`config.mk`:
```
export PLATFORM = sky130hd
export DESIGN_NAME = rf_mp
export DESIGN_NICKNAME = d
export VERILOG_FILES = /design/src/rtl/rf_mp.sv
export SDC_FILE = /design/constraint.sdc
export NUM_CORES = 2
export LEC_CHECK = 0
export CAP_MARGIN = 25
export CORE_MARGIN = 3
export CORE_UTILIZATION = 40
export DETAILED_ROUTE_END_ITERATION = 16
export PLACE_DENSITY = 0.53
export SLEW_MARGIN = 40
export SYNTH_ARGS = -nofsm -noshare
export SYNTH_HDL_FRONTEND = slang
export SYNTH_SLANG_ARGS = --single-unit
```
`constraint.sdc`:
```
create_clock -name clk -period 4.46 [get_ports clk]
set_clock_uncertainty 0.1 [all_clocks]
set_input_delay 0.446 -clock clk [delete_from_list [all_inputs] [get_ports clk]]
set_output_delay 0.446 -clock clk [all_outputs]
set_load 0.01 [all_outputs]
```
`src/rtl/rf_mp.sv`:
```
// Multi-port register file with write-to-read bypass, busy scoreboard and
// a run-time clear sequencer that zeroes one register per cycle.
module rf_mp #(
  parameter int unsigned DATA_W   = 32,
  parameter int unsigned NUM_REGS = 32,
  parameter int unsigned NUM_RD   = 2,
  parameter int unsigned NUM_WR   = 1,
  parameter bit          ZERO_REG = 1'b1,
  parameter bit          BYPASS   = 1'b1,
  localparam int unsigned AW      = (NUM_REGS > 1) ? $clog2(NUM_REGS) : 1
) (
  input  logic                     clk,
  input  logic                     rst_n,
  input  logic [NUM_RD*AW-1:0]     rd_addr,
  output logic [NUM_RD*DATA_W-1:0] rd_data,
  input  logic [NUM_WR-1:0]        wr_en,
  input  logic [NUM_WR*AW-1:0]     wr_addr,
  input  logic [NUM_WR*DATA_W-1:0] wr_data,
  output logic                     wr_ready,
  input  logic                     alloc_en,
  input  logic [AW-1:0]            alloc_addr,
  output logic [NUM_REGS-1:0]      busy,
  input  logic                     clr_req,
  output logic                     clr_busy,
  output logic                     clr_done
);

  typedef enum logic {
    ST_IDLE  = 1'b0,
    ST_CLEAR = 1'b1
  } state_e;

  state_e              state_q, state_d;
  logic [AW-1:0]       idx_q, idx_d;
  logic                clr_done_q, clr_done_d;
  logic [NUM_REGS-1:0] busy_q, busy_d;
  logic [DATA_W-1:0]   regs_q [NUM_REGS];
  logic [DATA_W-1:0]   regs_d [NUM_REGS];

  logic [AW-1:0]       wa [NUM_WR];
  logic [DATA_W-1:0]   wd [NUM_WR];
  logic [NUM_WR-1:0]   wr_ok;
  logic [AW-1:0]       ra [NUM_RD];
  logic [DATA_W-1:0]   rv [NUM_RD];
  logic                idle;
  logic                alloc_ok;

  assign idle     = (state_q == ST_IDLE);
  assign wr_ready = idle;
  assign clr_busy = (state_q == ST_CLEAR);
  assign clr_done = clr_done_q;
  assign busy     = busy_q;
  assign alloc_ok = alloc_en && idle && !(ZERO_REG && (alloc_addr == '0));

  // Unpack write ports and qualify each write (ready, not to hardwired r0)
  always_comb begin
    for (int j = 0; j < NUM_WR; j++) begin
      wa[j]    = wr_addr[j*AW +: AW];
      wd[j]    = wr_data[j*DATA_W +: DATA_W];
      wr_ok[j] = wr_en[j] && idle && !(ZERO_REG && (wa[j] == '0));
    end
  end

  // Combinational read with bypass; higher-index write port overrides lower
  always_comb begin
    rd_data = '0;
    for (int i = 0; i < NUM_RD; i++) begin
      ra[i] = rd_addr[i*AW +: AW];
      rv[i] = regs_q[ra[i]];
      if (BYPASS && idle) begin
        for (int j = 0; j < NUM_WR; j++) begin
          if (wr_en[j] && (wa[j] == ra[i])) rv[i] = wd[j];
        end
      end
      if (ZERO_REG && (ra[i] == '0)) rv[i] = '0;
      rd_data[i*DATA_W +: DATA_W] = rv[i];
    end
  end

  // Register array next state: writes when idle, one zeroed entry per clear cycle
  always_comb begin
    regs_d = regs_q;
    if (state_q == ST_CLEAR) begin
      regs_d[idx_q] = '0;
    end else begin
      for (int j = 0; j < NUM_WR; j++) begin
        if (wr_ok[j]) regs_d[wa[j]] = wd[j];
      end
    end
  end

  // Scoreboard next state: writes retire, alloc wins, clear start wipes all
  always_comb begin
    busy_d = busy_q;
    for (int j = 0; j < NUM_WR; j++) begin
      if (wr_ok[j]) busy_d[wa[j]] = 1'b0;
    end
    if (alloc_ok) busy_d[alloc_addr] = 1'b1;
    if (idle && clr_req) busy_d = '0;
    if (ZERO_REG) busy_d[0] = 1'b0;
  end

  // Clear sequencer next state
  always_comb begin
    state_d    = state_q;
    idx_d      = idx_q;
    clr_done_d = 1'b0;
    case (state_q)
      ST_IDLE: begin
        if (clr_req) begin
          state_d = ST_CLEAR;
          idx_d   = '0;
        end
      end
      ST_CLEAR: begin
        idx_d = idx_q + AW'(1);
        if (idx_q == AW'(NUM_REGS - 1)) begin
          state_d    = ST_IDLE;
          clr_done_d = 1'b1;
        end
      end
      default: state_d = ST_IDLE;
    endcase
  end

  // Control and scoreboard state
  always_ff @(posedge clk or negedge rst_n) begin
    if (!rst_n) begin
      state_q    <= ST_IDLE;
      idx_q      <= '0;
      clr_done_q <= 1'b0;
      busy_q     <= '0;
    end else begin
      state_q    <= state_d;
      idx_q      <= idx_d;
      clr_done_q <= clr_done_d;
      busy_q     <= busy_d;
    end
  end

  // Register storage
  always_ff @(posedge clk or negedge rst_n) begin
    if (!rst_n) begin
      regs_q <= '{default: '0};
    end else begin
      regs_q <= regs_d;
    end
  end

endmodule

```
==> summary.md <==
| Metric | Value |
|---|---|
| Status | `finished, final reports clean` |
| CTS tree | `built` |
| TritonCTS buffer count | `between 100 and 150` |
| Top cells by count, synth | `dfrtp_1 (1062), a22o_1 (992), mux4_2 (388), clkbuf_1 (339), mux2i_1 (313)` |
| Layout cell share with drive strength beyond 1 | `around 23%` |
| Final Cycle Share | `96.21%` |
| Initial antenna violation count | `7` |
| Post-Syn Nets | `4332` |
| Number of synthesized register bits | `approximately 1100` |
| Max Cap Viol | `0` |
| Worst EP required | `3910 ps` |
| Actual slew at the worst max-slew pin | `a little over 900 ps` |
| Area contributors post-synth | `dfrtp_1 (48%), mux4_2 (16%), a22o_1 (16%), mux2i_1 (5.6%), clkbuf_1 (2.3%)` |
| Initial Util | `roughly two fifths` |
| Vias | `approximately 44000` |
| FF-to-FF path depth | `7` |
| Clock Latency Late Sink | `around 750 ps` |
| Crit path launch type | `register` |
| Initial drt markers | `between 5000 and 6000` |
| Clk slew on worst S/H paths | `60 ps` |
| Num ports | `approximately 160` |
| Post-synth EDFFs | `0` |
| Drt wl/cell | `a little under 40 um` |
| Htree depth | `3` |
| Yosys warns | `0` |
| CP arrival | `roughly 3800 ps` |
| Synth area leader | `dfrtp_1` |
| Post-synth ARST share | `100.0%` |
| Via density | `roughly 7` |
| Core Box Area | `0.1382 mm^2` |
| Width of the die | `379.9 um` |
| DP Wirelength | `139400 um` |
| Final setup vio count | `0` |
| Tot GR Track Use | `approximately a third` |
| Port bufs | `154` |
| Rel. slew slack | `between 30% and 40%` |
| Largest net degree at the start of global routing | `about 120` |
| Final hold violations | `0` |
| # resized after CTS | `0` |
| Clock Tree Root | `clkbuf_16` |
| Remaining DRCs | `0` |
| RSZ-0062 raised after global routing | `no` |
| Min Tclk post-route | `4291 ps` |
| Flop2flop setup slack | `~1200 ps` |
| Worst-path fanout max | `34` |
| Die H | `379.9 um` |
| Distinct cells, synth | `56` |
| Cell area after synthesis | `between 0.05 and 0.06 mm^2` |
| Top FF cell, synth | `dfrtp_1` |
| End point of the critical path | `rd_data[12]` |
| DR pass1 iterations | `6` |
| Filler cells | `roughly 12000` |
| F_max | `233.0 MHz` |
| Seq/Total Area, Yosys | `approximately 48%` |
| Layout Area Growth over Synthesis | `15.05%` |
| First-pass GRT wire length | `340300 um` |
| P per Cell Area | `between 400 and 500 mW/mm^2` |
| Row cnt | `136` |
| Top cell type's share of synthesized area | `47.53%` |
| Crit Path Category | `register to output port` |
| Slew Viols, Final | `0` |
| Top-count cell post-synth | `dfrtp_1` |
| DRT antenna net count | `0` |
| Vias in the first global route | `around 44000` |
| CTS sink cnt | `1062` |
| GPL Wtd Cong | `roughly 0.84` |
| Final setup TNS | `0 ps` |
| HP Class | `primary input to asynchronous set/reset pin` |
| Total power | `slightly below 30 mW` |
| Max Root-Sink Buffers | `3` |
| Full die area | `between 0.1 and 0.15 mm^2` |
| CP endpoint kind | `output port` |
| Final wirelength | `240400 um` |
| Worst R2R End | `regs_q[286]$_DFFE_PN0P_` |
| Average cell area after synthesis | `approximately 13 um^2` |
| Peak supply drop | `about 280 uV` |
| P_leak | `approximately 28 nW` |
| Worst flop-to-flop path startpoint | `clr_busy$_DFF_PN0_` |
| GRT overflow | `0` |
| Synth Instances | `4270` |
| CP startpoint | `clr_busy$_DFF_PN0_` |
| Final nets | `between 4000 and 5000` |
## where the power goes
| part | total (mW) | internal [mW] | switching, mW |
|---|---|---|---|
| logic | 6.87 | 3.18 | 3.69 |
| clock network | 10.1 | 5.82 | 4.24 |
| registers | 12.5 | 11.2 | 1.33 |
| total | 29.4 | 20.2 | 9.26 |
## per-layer routing
| metal | GRT usage, % | vias to the layer above | share of wire, % |
|---|---|---|---|
| li1 | - | 16970 | - |
| met1 | 47.10 | 23740 | 41 |
| met2 | 46.20 | 3131 | 43 |
| met3 | 8.363 | 591 | 11 |
| met4 | 13.94 | 8 | 4.9 |
| met5 | 0 | - | 0.024 |
## cells in the final DEF, fill, tap and decap left out, types with 30 or more instances in the layout
cell,netlist,final
a21oi_1,94,63
a21oi_4,0,31
a221oi_1,54,54
a22o_1,992,992
a22oi_1,71,71
and2_1,39,36
buf_12,6,44
buf_4,18,222
clkbuf_1,339,31
clkbuf_16,0,121
clkdlybuf4s50_1,0,144
dfrtp_1,1062,1062
inv_1,39,39
mux2_2,35,35
mux2i_1,313,313
mux4_2,388,388
nand2_1,146,143
nor2_1,57,40
nor3b_1,30,30
o211ai_1,89,89
o22ai_1,32,32
## stage by stage
step                      utilization, %  std cells  hold WS [ps]  instance area, um^2  setup slack [ps]
after floorplan                        -       4270         50.41                55910              1868
after CTS                          46.50       6204         171.8                64250             173.1
after detailed placement           43.68       5992         360.4                60350             413.4
after global placement             43.61       5986         366.3                60260             346.9
after global routing               46.55       6208         206.8                64320             143.4
final                              46.56       6210         162.8                64330             168.9
## sequential cells by signal, indices dropped and copies added, names as in the netlist
register  cells
busy         31
clr_busy      1
clr_done      1
idx_q         5
regs_q     1024
## how the worst min path moves through the flow
stage / startpoint / slack [ps] / end
floorplan: rst_n / 50 / busy[10]$_DFF_PN0_
global placement: rst_n / 370 / regs_q[728]$_DFFE_PN0P_
detailed placement: rst_n / 360 / regs_q[728]$_DFFE_PN0P_
CTS: rst_n / 170 / regs_q[728]$_DFFE_PN0P_
global route: rst_n / 210 / regs_q[728]$_DFFE_PN0P_
finish: rst_n / 160 / regs_q[728]$_DFFE_PN0P_
## cell type report
| cell class | count | area [um^2] | share of cell area, % |
|---|---|---|---|
| Multi-Input combinational cell | 2606 | 27170 | 42.24 |
| Sequential cell | 1062 | 26580 | 41.31 |
| Timing Repair Buffer | 426 | 4210 | 6.545 |
| Clock buffer | 181 | 3543 | 5.508 |
| Tap cell | 1863 | 2331 | 3.624 |
| Clock inverter | 30 | 344.1 | 0.5349 |
| Inverter | 40 | 150.1 | 0.2334 |
| Antenna cell | 2 | 5.005 | 0.007780 |
## cell families after synthesis
group	Yosys count	synth area share, %
xor+xnor	11	0.1723
mux	736	21.94
simple gates	378	3.357
compound gates	1475	21.93
other cells	1	0.006707
fa+ha+maj	5	0.1119
buf+inv	602	4.952
flops	1062	47.53
## worst max-delay path: stages (launching register included)
cell             delay, ps
dfrtp_1                390
nor2b_1                520
nand2_1                220
or2_2                  350
buf_4                  320
o211ai_1               200
o221a_1                380
clkdlybuf4s50_1        590
## repair_timing
action	4_1_cts	5_1_grt
hold buffers	1	0
setup buffers	0	0
endpoints found under the hold margin	47	0
(Power assumes the default switching activity.)
